==> config.mk <==
export PLATFORM = sky130hd
export DESIGN_NAME = crc_cyc_sched_flat
export DESIGN_NICKNAME = d
export VERILOG_FILES = /design/src/rtl/crc_pkg.sv /design/src/rtl/crc_cyc_sched_if.sv /design/src/rtl/crc_prio_pick.sv /design/src/rtl/crc_cyc_sched.sv /design/src/flat_wrapper.sv
export SDC_FILE = /design/constraint.sdc
export NUM_CORES = 1
export LEC_CHECK = 0
export ABC_AREA = 1
export CAP_MARGIN = 20
export CORE_MARGIN = 1.5
export CORE_UTILIZATION = 27
export DETAILED_ROUTE_END_ITERATION = 7
export PLACE_DENSITY = 0.46
export SETUP_SLACK_MARGIN = 0.05
export SLEW_MARGIN = 20
export SYNTH_ARGS = -nofsm -noshare
export SYNTH_HDL_FRONTEND = slang
export SYNTH_SLANG_ARGS = --single-unit
==> constraint.sdc <==
create_clock -name clk_crc_h -period 3.49 [get_ports clk_crc_h]
set_input_delay 0.8725 -clock clk_crc_h [delete_from_list [all_inputs] [get_ports clk_crc_h]]
set_output_delay 0.8725 -clock clk_crc_h [all_outputs]
set_load 0.02 [all_outputs]
==> src/rtl/crc_pkg.sv <==
// Shared definitions for the channel cycle scheduler: requester indices, phase encoding, defaults.
package crc_pkg;

  localparam int NREQ       = 5;
  localparam int STARVE_LIM = 4;

  // Requester index doubles as fixed priority, 0 highest
  localparam int REQ_MST   = 0;
  localparam int REQ_CCWF  = 1;
  localparam int REQ_ACT   = 2;
  localparam int REQ_CONTR = 3;
  localparam int REQ_CBUS  = 4;

  typedef enum logic [2:0] {
    PH_IDLE = 3'd0,
    PH_T0   = 3'd1,
    PH_T1   = 3'd2,
    PH_T2   = 3'd3,
    PH_T3   = 3'd4
  } phase_e;

endpackage

==> src/rtl/crc_cyc_sched_if.sv <==
// Request / cycle-strobe bundle between the channel requesters and the cycle scheduler.
interface crc_cyc_sched_if;
  import crc_pkg::*;

  logic            ccl_mem_store_req_h;
  logic            ccw_ccwf_req_h;
  logic            ccl_act_flag_req_h;
  logic            ch_contr_req_h;
  logic            ch_cbus_req_h;
  logic            ch_reset_intr_h;
  logic [NREQ-1:0] crc_grant_h;
  logic [1:0]      crc_phase_h;
  logic            crc_busy_h;
  logic            crc_done_h;
  logic            crc_ram_cyc_h;
  logic            crc_mb_cyc_h;
  logic            crc_cbus_contr_cyc_h;
  logic [2:0]      crc_act_ctr_h;

  modport master (
    output ccl_mem_store_req_h, ccw_ccwf_req_h, ccl_act_flag_req_h,
           ch_contr_req_h, ch_cbus_req_h, ch_reset_intr_h,
    input  crc_grant_h, crc_phase_h, crc_busy_h, crc_done_h,
           crc_ram_cyc_h, crc_mb_cyc_h, crc_cbus_contr_cyc_h, crc_act_ctr_h
  );

  modport slave (
    input  ccl_mem_store_req_h, ccw_ccwf_req_h, ccl_act_flag_req_h,
           ch_contr_req_h, ch_cbus_req_h, ch_reset_intr_h,
    output crc_grant_h, crc_phase_h, crc_busy_h, crc_done_h,
           crc_ram_cyc_h, crc_mb_cyc_h, crc_cbus_contr_cyc_h, crc_act_ctr_h
  );

endinterface

==> src/rtl/crc_prio_pick.sv <==
// Combinational one-hot picker: lowest-index starved request wins, else lowest-index request.
// Zero latency; no backpressure, vld simply follows any active request.
module crc_prio_pick #(
  parameter int N = 5
) (
  input  logic [N-1:0] req,
  input  logic [N-1:0] starved,
  output logic [N-1:0] win,
  output logic         vld
);

  logic [N-1:0] hungry;
  logic [N-1:0] cand;
  logic         found;

  always_comb begin
    hungry = req & starved;
    cand   = (|hungry) ? hungry : req;
    win    = '0;
    found  = 1'b0;
    for (int i = 0; i < N; i++) begin
      if (cand[i] && !found) begin
        win[i] = 1'b1;
        found  = 1'b1;
      end
    end
    vld = |req;
  end

endmodule

==> src/rtl/crc_cyc_sched.sv <==
// Channel RAM/MB cycle scheduler: arbitrates five requesters, runs a fixed 4-clock T0..T3 cycle per grant.
// Requesters are held off (no grant) until IDLE or T3; back-to-back cycles when a request is waiting at T3.
module crc_cyc_sched
  import crc_pkg::*;
(
  input  logic            clk_crc_h,
  input  logic            ch_mr_reset_l,
  crc_cyc_sched_if.slave  bus
);

  localparam logic [2:0] S_IDLE = PH_IDLE;
  localparam logic [2:0] S_T0   = PH_T0;
  localparam logic [2:0] S_T1   = PH_T1;
  localparam logic [2:0] S_T2   = PH_T2;
  localparam logic [2:0] S_T3   = PH_T3;
  localparam logic [2:0] LIM    = 3'(STARVE_LIM);

  logic [2:0]      state_q;
  logic [2:0]      state_nxt;
  logic [NREQ-1:0] grant_q;
  logic [2:0]      starve_q [NREQ];
  logic [2:0]      act_q;
  logic [NREQ-1:0] req;
  logic [NREQ-1:0] starved;
  logic [NREQ-1:0] win;
  logic            win_vld;
  logic            arb_slot;
  logic            abort;

  always_comb begin
    req            = '0;
    req[REQ_MST]   = bus.ccl_mem_store_req_h;
    req[REQ_CCWF]  = bus.ccw_ccwf_req_h;
    req[REQ_ACT]   = bus.ccl_act_flag_req_h;
    req[REQ_CONTR] = bus.ch_contr_req_h;
    req[REQ_CBUS]  = bus.ch_cbus_req_h;
  end

  always_comb begin
    starved = '0;
    for (int i = 0; i < NREQ; i++) starved[i] = (starve_q[i] == LIM);
  end

  crc_prio_pick #(.N(NREQ)) u_pick (
    .req     (req),
    .starved (starved),
    .win     (win),
    .vld     (win_vld)
  );

  assign abort    = bus.ch_reset_intr_h;
  assign arb_slot = (state_q == S_IDLE) || (state_q == S_T3);

  always_comb begin
    state_nxt = state_q;
    case (state_q)
      S_IDLE, S_T3: state_nxt = win_vld ? S_T0 : S_IDLE;
      S_T0:         state_nxt = S_T1;
      S_T1:         state_nxt = S_T2;
      S_T2:         state_nxt = S_T3;
      default:      state_nxt = S_IDLE;
    endcase
    if (abort) state_nxt = S_IDLE;
  end

  always_ff @(posedge clk_crc_h or negedge ch_mr_reset_l) begin
    if (!ch_mr_reset_l) begin
      state_q <= S_IDLE;
      grant_q <= '0;
      act_q   <= '0;
      for (int i = 0; i < NREQ; i++) starve_q[i] <= '0;
    end else if (abort) begin
      state_q <= S_IDLE;
      grant_q <= '0;
      act_q   <= '0;
      for (int i = 0; i < NREQ; i++) starve_q[i] <= '0;
    end else begin
      state_q <= state_nxt;
      if (arb_slot) begin
        grant_q <= win_vld ? win : '0;
        // Losers age toward promotion; winners and idle requesters start over
        for (int i = 0; i < NREQ; i++) begin
          if (req[i] && !win[i])
            starve_q[i] <= (starve_q[i] < LIM) ? starve_q[i] + 3'd1 : starve_q[i];
          else
            starve_q[i] <= '0;
        end
      end
      if (state_q == S_T3) begin
        if (grant_q[REQ_CCWF])
          act_q <= '0;
        else if (grant_q[REQ_ACT])
          act_q <= act_q + 3'd1;
      end
    end
  end

  // Outputs decode from registered state and grant only
  always_comb begin
    case (state_q)
      S_T1:    bus.crc_phase_h = 2'd1;
      S_T2:    bus.crc_phase_h = 2'd2;
      S_T3:    bus.crc_phase_h = 2'd3;
      default: bus.crc_phase_h = 2'd0;
    endcase
  end

  assign bus.crc_grant_h          = grant_q;
  assign bus.crc_busy_h           = (state_q != S_IDLE);
  assign bus.crc_done_h           = (state_q == S_T3);
  assign bus.crc_ram_cyc_h        = (state_q == S_T1) && (|grant_q[REQ_CONTR:REQ_MST]);
  assign bus.crc_mb_cyc_h         = ((state_q == S_T2) || (state_q == S_T3)) && grant_q[REQ_MST];
  assign bus.crc_cbus_contr_cyc_h = (state_q != S_IDLE) && grant_q[REQ_CBUS];
  assign bus.crc_act_ctr_h        = act_q;

endmodule

==> src/flat_wrapper.sv <==
// flat-port wrapper written by rule: the top's interface ports become plain ports
module crc_cyc_sched_flat import crc_pkg::*;
  (clk_crc_h, ch_mr_reset_l, bus_ccl_mem_store_req_h, bus_ccw_ccwf_req_h, bus_ccl_act_flag_req_h, bus_ch_contr_req_h, bus_ch_cbus_req_h, bus_ch_reset_intr_h, bus_crc_grant_h, bus_crc_phase_h, bus_crc_busy_h, bus_crc_done_h, bus_crc_ram_cyc_h, bus_crc_mb_cyc_h, bus_crc_cbus_contr_cyc_h, bus_crc_act_ctr_h);
  crc_cyc_sched_if bus_i ();
  input  logic clk_crc_h;
  input  logic ch_mr_reset_l;
  input wire logic [$bits(bus_i.ccl_mem_store_req_h)-1:0] bus_ccl_mem_store_req_h;
  input wire logic [$bits(bus_i.ccw_ccwf_req_h)-1:0] bus_ccw_ccwf_req_h;
  input wire logic [$bits(bus_i.ccl_act_flag_req_h)-1:0] bus_ccl_act_flag_req_h;
  input wire logic [$bits(bus_i.ch_contr_req_h)-1:0] bus_ch_contr_req_h;
  input wire logic [$bits(bus_i.ch_cbus_req_h)-1:0] bus_ch_cbus_req_h;
  input wire logic [$bits(bus_i.ch_reset_intr_h)-1:0] bus_ch_reset_intr_h;
  output wire logic [$bits(bus_i.crc_grant_h)-1:0] bus_crc_grant_h;
  output wire logic [$bits(bus_i.crc_phase_h)-1:0] bus_crc_phase_h;
  output wire logic [$bits(bus_i.crc_busy_h)-1:0] bus_crc_busy_h;
  output wire logic [$bits(bus_i.crc_done_h)-1:0] bus_crc_done_h;
  output wire logic [$bits(bus_i.crc_ram_cyc_h)-1:0] bus_crc_ram_cyc_h;
  output wire logic [$bits(bus_i.crc_mb_cyc_h)-1:0] bus_crc_mb_cyc_h;
  output wire logic [$bits(bus_i.crc_cbus_contr_cyc_h)-1:0] bus_crc_cbus_contr_cyc_h;
  output wire logic [$bits(bus_i.crc_act_ctr_h)-1:0] bus_crc_act_ctr_h;
  assign bus_i.ccl_mem_store_req_h = bus_ccl_mem_store_req_h;
  assign bus_i.ccw_ccwf_req_h = bus_ccw_ccwf_req_h;
  assign bus_i.ccl_act_flag_req_h = bus_ccl_act_flag_req_h;
  assign bus_i.ch_contr_req_h = bus_ch_contr_req_h;
  assign bus_i.ch_cbus_req_h = bus_ch_cbus_req_h;
  assign bus_i.ch_reset_intr_h = bus_ch_reset_intr_h;
  assign bus_crc_grant_h = bus_i.crc_grant_h;
  assign bus_crc_phase_h = bus_i.crc_phase_h;
  assign bus_crc_busy_h = bus_i.crc_busy_h;
  assign bus_crc_done_h = bus_i.crc_done_h;
  assign bus_crc_ram_cyc_h = bus_i.crc_ram_cyc_h;
  assign bus_crc_mb_cyc_h = bus_i.crc_mb_cyc_h;
  assign bus_crc_cbus_contr_cyc_h = bus_i.crc_cbus_contr_cyc_h;
  assign bus_crc_act_ctr_h = bus_i.crc_act_ctr_h;
  crc_cyc_sched u_core (.clk_crc_h(clk_crc_h), .ch_mr_reset_l(ch_mr_reset_l), .bus(bus_i));
endmodule
# After elaboration in Yosys (flattened, before gate mapping)
# Index checks and enable logic that the tools add are counted.
dict set report totals {
  reg_bits 26
  inputBits 8
}
dict set report op_classes {
  add_sub_neg 6
  order_cmp 5
  eq_ne 14
  muxes 32
  bitwise 1
  reduce_logical 37
}
# operator n
set op_table {}
lappend op_table {{3-bit two-way mux} 15}
lappend op_table {{15-bit two-way mux} 2}
lappend op_table {{5-bit two-way mux} 4}
lappend op_table {{3-bit by 1-bit adder with 3-bit output (second input constant)} 6}
lappend op_table {{3-bit equality test (second input constant)} 6}
lappend op_table {{3-bit less-than comparator (second input constant)} 5}
lappend op_table {{3-bit inequality test (second input constant)} 5}
lappend op_table {{1-bit logical AND} 12}
lappend op_table {{3-bit one-hot mux with 4 select lines} 1}
lappend op_table {{2-bit AND reduction} 6}
lappend op_table {{5-bit OR reduction} 2}
lappend op_table {{1-bit two-way mux} 9}
lappend op_table {{1-bit zero test} 8}
lappend op_table {{3-bit by 2-bit equality test with 1-bit output (second input constant)} 2}
lappend op_table {{2-bit one-hot mux with 3 select lines} 1}
lappend op_table {{3-bit nonzero test} 2}
lappend op_table {{5-bit AND} 1}
lappend op_table {{2-bit nonzero test} 2}
lappend op_table {{4-bit OR reduction} 1}
lappend op_table {{3-bit by 1-bit equality test with 1-bit output (second input constant)} 1}
lappend op_table {{3-bit zero test} 1}
lappend op_table {{1-bit logical OR} 2}
lappend op_table {{2-bit OR reduction} 1}

# Logic depth before layout (Yosys ltp)
# Gate-level depths: netlist (run 1).
dict set report logic_depth {
  word_depth 22
  depth_mapped 16
  ltp_nobuf 16
}

# Cells and area by module
# From an unflattened synthesis (run 1), not the netlist that was laid out.
dict set report hier_totals {
  cells_unflattened 239
  hier_area_um2 1720.4
}
# mod n_inst cells_each area_per_inst_um2
set modules_own_cells {}
lappend modules_own_cells {crc_cyc_sched 1 211 1572.8}
lappend modules_own_cells {crc_prio_pick 1 28 147.6}

# Worst setup path after synthesis (run 1)
# Ideal clock, no wire load.
dict set report synth_path {
  path_kind {register -> output}
  from {register u_core.state_q[1]}
  to {output port bus_crc_mb_cyc_h}
  arrival_time_ns 1.521
  required_time_ns 2.618
  path_slack_ns 1.096
  path_stages_with_launch 6
  n_path_buf 0
  path_cell_list {dfrtp_1 > nor2_2 > inv_1 > nor2_1 > inv_1 > a21oi_1}
}
dict set report synth_between {
  elab_chain_cells 3
  word_cells_on_any_way 4
  classes_between {2 x eq/ne; 2 x reduce/logical}
}
# item line
set synth_rtl {}
lappend synth_rtl {{start: declaration} crc_cyc_sched.sv:18} ;# logic [2:0] state_q;
lappend synth_rtl {{start signal: assignment} crc_cyc_sched.sv:78} ;# state_q <= state_nxt;
lappend synth_rtl {{3-bit equality test} n/a}
lappend synth_rtl {{named net bus_crc_done_h} flat_wrapper.sv:16} ;# output wire logic [$bits(bus_i.crc_done_h)-1:0] bus_crc_done_h;
lappend synth_rtl {{1-bit logical OR} crc_cyc_sched.sv:112} ;# assign bus.crc_mb_cyc_h = ((state_q == S_T2) || (state_q == S_T3)) && grant_q[REQ_MST];
lappend synth_rtl {{1-bit logical AND} crc_cyc_sched.sv:112}
lappend synth_rtl {{end: declaration} flat_wrapper.sv:18} ;# output wire logic [$bits(bus_i.crc_mb_cyc_h)-1:0] bus_crc_mb_cyc_h;
# The timed path passes the listed nets, and every way through them passes these cells.

# Worst setup path in the final report (run 1)
dict set report layout_path {
  from {register u_core.state_q[1]}
  to {output port bus_crc_mb_cyc_h}
}
dict set report layout_between {
  elab_chain_cells 3
  word_cells_on_any_way 4
  classes_between {2 x eq/ne; 2 x reduce/logical}
}
# item line
set layout_rtl {}
lappend layout_rtl {{3-bit by 2-bit equality test with 1-bit output or 3-bit equality test (tied branches)} crc_cyc_sched.sv:112}
lappend layout_rtl {{1-bit logical OR *} crc_cyc_sched.sv:112}
lappend layout_rtl {{1-bit logical AND *} crc_cyc_sched.sv:112}
# Mark *: on every way between the ends. The rest lies on a longest branch, timed or not.

==> results.md, run 1 <==
Status:
- The run finished with clean final reports.

Drt:
- The iteration count of the initial detailed-routing pass is 4.
- After detailed routing, the total wire length is approximately 3.5 mm.
- For this run, design rule violations remaining after detail routing come to 0.
- In the routed layout, each cell is associated on average with a via count of ~4.5.
- The first routing iteration left between 60 and 70 violations.
- The antenna violation net count after detailed routing is 0.
- Summing over every cut layer, the via total after detailed routing is between 1k and 1.5k.
- After detailed routing, the average wire length per cell comes to roughly 12 um.

Worst setup path:
- The sort of element at the end of the critical path is an output pin.
- The register-to-register setup slack is ~1.6 ns.
- The slowest stage of the critical path belongs to the cell sky130_fd_sc_hd__clkdlybuf4s50_1.
- The maximum net fanout on the critical path is 6.
- For the worst setup path, the data required time is around 2.6 ns.
- By startpoint and endpoint, the worst setup path is classified as flop to output pin.
- The nature of the critical path startpoint is a flop.
- The worst path arrival time is roughly 2.1 ns.
- The most numerous cell type found on the critical path is sky130_fd_sc_hd__inv_1.
- Walking the worst path, the cells encountered are nor2_2 > inv_1 > nor2_1 > inv_1 > a21oi_1 > clkdlybuf4s50_1.
- The delay contributed by the slowest stage of the critical path is roughly 0.62 ns.

Placed design:
- The number of buffer cells added on primary ports is 22.
- The weighted congestion reported at the end of routability-driven placement is roughly 0.74.
- The pre-CTS worst setup slack is 0.740 ns.
- The placed wire-length estimate is ~2.6 mm.

Power and ir drop:
- The maximum resistive drop on vdd is approximately 0.00015 V.
- In this run the power spent charging and discharging nets is 0.000317 W.
- Of the total power, the share spent switching nets is 0.371.
- The ratio of total power to cell area is around 440 nW/um^2.
- The combinational share of power is 0.348.
- The clock network fraction of design power is 0.210.
- Of the total power, registers draw 0.442.
- The internal portion of the total power is ~0.00054 W.
- Summed over all cells, the static leakage comes to between 0.9 and 1 nW.

Logic synthesis:
- The number of nets handed over by synthesis was ~210.
- The netlist uses 26 different library cells.
- In this run, synthesis inferred 0 flip-flops with an integrated enable.
- sky130_fd_sc_hd__nand2_1 is the most common cell in the netlist.
- The fraction of registers with async set/reset is 1.00.
- The number of synthesis warnings is 0.
- Counting every instance in the synthesized netlist gives approximately 190.
- The average instance area after synthesis is 8.24 um^2.
- In the synthesized netlist the dominant register cell turns out to be sky130_fd_sc_hd__dfrtp_1.
- The area fraction of the dominant cell type after synthesis is 0.407.
- sky130_fd_sc_hd__dfrtp_1 takes more of the synthesized area than any other cell.
- The post-synthesis cell area is roughly 1600 um^2.
- In this run, synthesis produced a sequential element count of 26.
- By area the synthesized netlist is led by sky130_fd_sc_hd__dfrtp_1 (41%), sky130_fd_sc_hd__ha_1 (8.6%), sky130_fd_sc_hd__nand2_1 (8.5%), sky130_fd_sc_hd__inv_1 (7.3%), sky130_fd_sc_hd__nand3_2 (4.4%).
- After synthesis, the most frequently instantiated cells are sky130_fd_sc_hd__nand2_1 (36), sky130_fd_sc_hd__inv_1 (31), sky130_fd_sc_hd__dfrtp_1 (26), sky130_fd_sc_hd__nor2_1 (14), sky130_fd_sc_hd__nand3_1 (13).
- The share of the yosys chip area belonging to registers is 0.407.

CTS:
- The longest clock path from root to sink contains 2 buffers.
- The clock slew seen by the registers of the worst setup and hold paths is about 0.090 ns.
- The total setup buffers inserted after CTS is 0.
- The root buffer cell chosen for the clock tree is sky130_fd_sc_hd__clkbuf_8.
- The CTS tree is built.
- The TritonCTS buffer count is 3.
- In this run, post-CTS repair resized a total of 0 instances.
- The tree built by TritonCTS fans out to 26 sinks.
- The total number of H-tree levels is 1.
- The latest clock arrival within the worst-skew pair is between 0.2 and 0.3 ns.
- Hold repair after CTS inserted 0 buffers.

STA:
- Of the available clock period, the critical path in the final layout requires 0.852.
- The final count of hold timing violations was 0.
- The max-slew headroom at the worst pin is 0.692.
- The achievable frequency is 336 MHz.
- Setup repair after global routing left no endpoint under its margin.
- The smallest hold slack is 0.450 ns.
- The number of slew-limit violations in the final report came to 0.
- Across the routed clock network, the largest skew measured is about 0.0043 ns.
- The final-report setup violation count is 0.
- The setup slack of the critical path after layout is between 0.5 and 0.6 ns.
- The total negative slack is 0 ns.
- The minimum clock period after layout is ~3.0 ns.
- For the pin with the worst max-slew slack, the measured transition is approximately 0.46 ns.

Global route:
- The number of antenna violations at the first check in global routing is 0.
- The total overflow left after global routing is 0.
- The overall track demand over capacity in global routing is 0.117.
- The number of global-route vias before repair is between 1k and 1.5k.
- Entering global routing, the biggest net connects 27 pins.
- The first global-routing pass estimated between 5 and 6 mm of wire.

Flow run:
- Max-cap violations in this run came to 0.

Min path:
- The tightest min-delay check is of the flop to flop type.

Die:
- 23 I/O pins were placed.
- The number of standard-cell rows in the floorplan is 27.
- The die extent in y is about 80 um.
- The die span in x is about 80 um.
- The die covers 6390 um^2.
- The initial cell density of the core is 0.285.
- The core region is roughly 5600 um^2.

Layout:
- In the final layout, the share of cells above drive strength 1 is 0.146.
- The final antenna diode count is 0.
- The count of nets after finishing is between 200 and 250.
- From synthesis to final layout, the design area changed by 22.3%.
-- per-stage QoR --
stage	area [um^2]	util	power, W	instances
2_1_floorplan	1600	-	0.000578	194
3_3_place_gp	1910	0.341	0.000686	288
3_5_place_dp	1910	0.341	0.000686	288
4_1_cts	1950	0.349	0.000869	291
5_1_grt	1950	0.349	0.000925	291
6_report	1950	0.349	0.000855	291
-- flip-flops by register name, summed over array words and instances, names as in the netlist --
register and count:
u_core.state_q 3, u_core.bus.crc_act_ctr_h 3, u_core.starve_q 15, u_core.bus.crc_grant_h 5
-- per-layer routing --
layer / up-vias / track usage / wire length [um]
met5: - / 0 / 0
met4: 0 / 0.0207 / 15
met2: 22 / 0.192 / 1600
met3: 2 / 0.0343 / 151
met1: 609 / 0.152 / 1740
li1: 686 / - / -
-- cell families after synthesis --
logic type                 count (synthesis)  share of synthesized area
AOI/OAI and AO/OA                         30                      0.121
xor gates and xnor gates                   2                     0.0110
adders and majority gates                 11                     0.0861
buffers and inverters                     35                     0.0838
DFF                                       26                      0.407
and+or+nand+nor                           90                      0.291
-- cells in the final DEF (no fill, tap or decap) --
| cell type | count |
|---|---|
| sky130_fd_sc_hd__nand2_1 | 36 |
| sky130_fd_sc_hd__inv_1 | 31 |
| sky130_fd_sc_hd__dfrtp_1 | 26 |
| sky130_fd_sc_hd__clkdlybuf4s50_1 | 22 |
| sky130_fd_sc_hd__nor2_1 | 14 |
| sky130_fd_sc_hd__nand3_1 | 13 |
| sky130_fd_sc_hd__ha_1 | 11 |
| sky130_fd_sc_hd__nand2_2 | 8 |
| sky130_fd_sc_hd__a21oi_1 | 7 |
| sky130_fd_sc_hd__nand3_2 | 7 |
| sky130_fd_sc_hd__nand4_1 | 6 |
| sky130_fd_sc_hd__o21ai_2 | 5 |
| sky130_fd_sc_hd__o22ai_1 | 5 |
| sky130_fd_sc_hd__o21ai_0 | 4 |
| sky130_fd_sc_hd__o21ai_1 | 4 |
| sky130_fd_sc_hd__clkbuf_8 | 3 |
| sky130_fd_sc_hd__a211oi_1 | 2 |
| sky130_fd_sc_hd__nor2_4 | 2 |
| sky130_fd_sc_hd__inv_2 | 2 |
| sky130_fd_sc_hd__xor2_1 | 2 |
| sky130_fd_sc_hd__buf_4 | 2 |
| sky130_fd_sc_hd__nor2_2 | 1 |
| sky130_fd_sc_hd__nor4_1 | 1 |
| sky130_fd_sc_hd__nand3b_1 | 1 |
| sky130_fd_sc_hd__a41oi_1 | 1 |
| sky130_fd_sc_hd__nand2_4 | 1 |
| sky130_fd_sc_hd__a22oi_2 | 1 |
| sky130_fd_sc_hd__a22oi_1 | 1 |
-- worst max-delay path, delay by kind of cell (launching register included) --
kind                   cells  cell delay (ns)
buffers and inverters      3             0.84
DFF                        1             0.43
and+or+nand+nor            2             0.41
AOI/OAI and AO/OA          1             0.15
-- power groups by stage --
stage / registers (W) / clock network, W / logic (W)
floorplan: 0.000394 / 0 / 0.000183
global placement: 0.000385 / 0 / 0.000300
detailed placement: 0.000385 / 0 / 0.000301
CTS: 0.000378 / 0.000188 / 0.000303
global route: 0.000385 / 0.000204 / 0.000335
finish: 0.000378 / 0.000179 / 0.000298
-- path summary, 6_finish.rpt --
path | depth (start not counted) | from | endpoint
max | 6 | u_core.state_q[1]$_DFF_PN0_ | bus_crc_mb_cyc_h
min in group asynchronous | 2 | ch_mr_reset_l | u_core.starve_q[4]$_DFFE_PN0P_
max in group asynchronous | 2 | ch_mr_reset_l | u_core.bus.crc_act_ctr_h[0]$_DFFE_PN0P_
max reg2reg | 12 | u_core.starve_q[9]$_DFFE_PN0P_ | u_core.starve_q[3]$_DFFE_PN0P_
min reg2reg | 1 | u_core.state_q[2]$_DFF_PN0_ | u_core.state_q[1]$_DFF_PN0_
min | 1 | u_core.state_q[2]$_DFF_PN0_ | u_core.state_q[1]$_DFF_PN0_
-- layout make-up --
type / count / area, um^2
Clock buffer: 3 / 41.3
Fill cell: 606 / 3650
Inverter: 33 / 124
Multi-Input combinational cell: 133 / 813
Sequential cell: 26 / 651
Tap cell: 72 / 90.1
Timing Repair Buffer: 24 / 235
No activity file was read; power rests on OpenSTA's default activity.
==> inputs of run 2 (changes only) <==
CORE_ASPECT_RATIO = 1.4   (was unset)
CORE_UTILIZATION = 54   (was 27)
PLACE_DENSITY = 0.8   (was 0.46)
clock period = 3.1 ns   (was 3.49 ns; I/O delays follow)
==> run 2 against run 1 <==
Non-clock buffer count unchanged. Largest cell class unchanged. Final cell count decreased by 12%. First-iteration DRC count decreased by 43%. Critical path type unchanged.
==> results.md, run 2 (synthesis results as in run 1) <==
Min path:
- The worst hold-check path type is flop to flop.

Layout:
- Fill cells in the final layout number roughly 230.
- The number of antenna diodes in the final layout is 0.
- The finished layout holds between 200 and 300 standard cells, fillers aside.
- The net count of the finished layout is 240.
- u_core.starve_q holds more flip-flops than any other register.
- The leading cell type in the layout, fill and taps excluded is sky130_fd_sc_hd__nand2_1.
- The relative area change from synthesis to final layout is 19.6%.
- Leaving out fill and tap cells, the most frequent cells in the layout are sky130_fd_sc_hd__nand2_1 (36), sky130_fd_sc_hd__inv_1 (31), sky130_fd_sc_hd__dfrtp_1 (26).
- Of the cells placed in the final design, the portion with a size suffix greater than 1 is 0.146.
- The flip-flop count of the largest register after layout is 15.

CTS:
- The total number of H-tree levels is 1.
- CTS saw 26 sinks.
- TritonCTS built the clock tree.
- Clock-pin slew was measured on the worst setup and hold paths at 0.08 ns.
- The root buffer cell is sky130_fd_sc_hd__clkbuf_8.
- The TritonCTS buffer count is 3.
- The latest clock arrival within the worst-skew pair is roughly 0.27 ns.
- In this run, post-CTS hold repair placed 0 buffers.
- Gates resized during post-CTS repair numbered 0.
- The number of buffers on the longest clock path is 2.
- Once the clock tree was built, the setup fixing pass inserted 0 buffers.

STA:
- For the pin with the worst max-slew slack, the measured transition is 0.412 ns.
- Adding up every negative setup slack in the final design gives 0 ns.
- The final period utilization is 0.903.
- The number of slew-limit violations in the final report is 0.
- Setup repair after global routing left no endpoint under its margin.
- The max-slew headroom at the worst pin is 0.724.
- The clock arrives with 0.00400 ns of skew.
- The final count of hold timing violations is 0.
- The minimum clock period after layout is 2.80 ns.
- The achievable frequency is 357 MHz.
- The setup slack of the critical path after layout is between 0.3 and 0.4 ns.
- The final-report setup violation count is 0.

Worst setup path:
- The signal on the critical path passes through nor2_2 > inv_1 > nor2_1 > inv_1 > a21oi_1 > clkdlybuf4s50_1.
- The worst path arrival time is between 2 and 2.5 ns.
- The sort of element at the end of the critical path is an output pin.
- The endpoint required time on the critical path is approximately 2.3 ns.
- On the worst path, the slowest cell contributes a delay of around 0.61 ns.
- STA classifies the critical path startpoint as a flop.
- For this design, the slowest cell found on the critical path is sky130_fd_sc_hd__clkdlybuf4s50_1.
- The setup path with the least slack is of type flop to output pin.
- The number of buffers and inverters on the critical path is 3.
- For flop-to-flop paths, the worst setup slack is roughly 1.2 ns.
- Broken down by cell family, the worst path's largest delay share belongs to buffers and inverters.
- By instance count, the cell type seen most on the critical path is sky130_fd_sc_hd__inv_1.
- Of all nets on the critical path, the largest fanout is 6.

Status:
- The flow ran to the end, and the final reports show no timing, DRC or antenna violations.

Placed design:
- Once placement completed, the tool counted placed cells totaling ~250.
- The pre-CTS worst setup slack is 0.445 ns.
- The count of buffers added on input and output ports is 22.
- The placed wire-length estimate is roughly 2.7 mm.
- Routability-driven placement finished with a final weighted congestion of 0.837.

Die:
- In this run the core area contains 23 standard-cell rows.
- 23 I/O pins were placed.
- From bottom edge to top edge, the die measures between 60 and 70 um.
- The total area inside the core boundary comes to between 2000 and 3000 um^2.
- For this configuration, the core starts out at a cell density of 0.561.
- The die covers 3300 um^2.
- The die is 49.0 um wide.

Drt:
- The detailed-route DRC error count is 0.
- In the routed layout, each cell is associated on average with a via count of 5.55.
- The pre-antenna-repair detailed-routing pass consisted of 4 iterations.
- The detailed router finished its first iteration with 38 violations.
- The average routed wire per standard cell is roughly 14 um.
- The wire length after detailed routing is ~3.5 mm.
- The antenna violation net count after detailed routing is 0.
- The final route contains roughly 1.4k vias.

Global route:
- Across every metal layer, demand over resource in global routing totals 0.241.
- The number of global-route vias before repair is 1510.
- The number of antenna violations at the first check in global routing was 0.
- The largest net degree at the start of global routing is 27.
- The first global-routing pass estimated approximately 6.2 mm of wire.
- After global routing the overflow that remains totals 0.

Power and ir drop:
- The maximum resistive drop on vdd is about 0.0003 V.
- Dividing total power by cell area gives a power density of 503 nW/um^2.
- For this design the static power due to leakage is between 0.9 and 1 nW.

Flow run:
- The number of max-capacitance violations reported is 0.
==> run 2: cell counts in the layout (fill, tap and decap cells not counted) <==
No cell type changed its count.
==> run 2: cell type report <==
cell class | instances | area, um^2 | area share
clock buffer | 3 | 41.3 | 0.0216
inverter | 33 | 124 | 0.0648
multi-input combinational | 133 | 813 | 0.426
sequential | 26 | 651 | 0.341
tap | 37 | 46.3 | 0.0242
timing repair buffer | 24 | 235 | 0.123
==> run 2: per-layer routing <==
metal	share of wire	global-route usage	vias up	wire length [um]
li1	-	-	687	-
met1	0.39	0.255	680	1370
met2	0.55	0.462	40	1930
met3	0.028	0.0288	15	100
met4	0.033	0.143	0	116
met5	0	0	-	0
==> run 2: power by group <==
part	leakage, nW	internal (W)	switching [W]
clock	0.0216	0.0000873	0.000104
sequential	0.351	0.000386	0.0000415
combinational	0.557	0.000134	0.000210
total	0.929	0.000607	0.000355
==> run 2: worst reg2reg max path: stages, from the launching register on <==
cell and delay (ns):
sky130_fd_sc_hd__dfrtp_1 0.38, sky130_fd_sc_hd__inv_1 0.07, sky130_fd_sc_hd__ha_1 0.19, sky130_fd_sc_hd__nand3_1 0.13
sky130_fd_sc_hd__nand2_2 0.10, sky130_fd_sc_hd__nor2_4 0.15, sky130_fd_sc_hd__nand2_1 0.10, sky130_fd_sc_hd__o21ai_2 0.20
sky130_fd_sc_hd__nand3_2 0.16, sky130_fd_sc_hd__nand3_2 0.10, sky130_fd_sc_hd__nand2_2 0.09, sky130_fd_sc_hd__nor2_1 0.12
sky130_fd_sc_hd__nor2_1 0.04
==> run 2: worst paths after layout <==
check / startpoint / endpoint / depth (start not counted)
max: u_core.state_q[1]$_DFF_PN0_ / bus_crc_mb_cyc_h / 6
min: u_core.state_q[2]$_DFF_PN0_ / u_core.state_q[1]$_DFF_PN0_ / 1
max reg2reg: u_core.starve_q[9]$_DFFE_PN0P_ / u_core.starve_q[2]$_DFFE_PN0P_ / 12
min reg2reg: u_core.state_q[2]$_DFF_PN0_ / u_core.state_q[1]$_DFF_PN0_ / 1
max in group asynchronous: ch_mr_reset_l / u_core.starve_q[12]$_DFFE_PN0P_ / 2
min in group asynchronous: ch_mr_reset_l / u_core.bus.crc_act_ctr_h[2]$_DFFE_PN0P_ / 2
==> run 2: stage by stage <==
step	hold slack [ns]	cell area, um^2	power (W)	util
floorplan	0.410	1600	0.000650	-
global placement	0.426	1870	0.000754	0.656
detailed placement	0.429	1870	0.000777	0.656
CTS	0.442	1910	0.000963	0.671
global route	0.452	1910	0.00103	0.671
finish	0.437	1910	0.000961	0.671
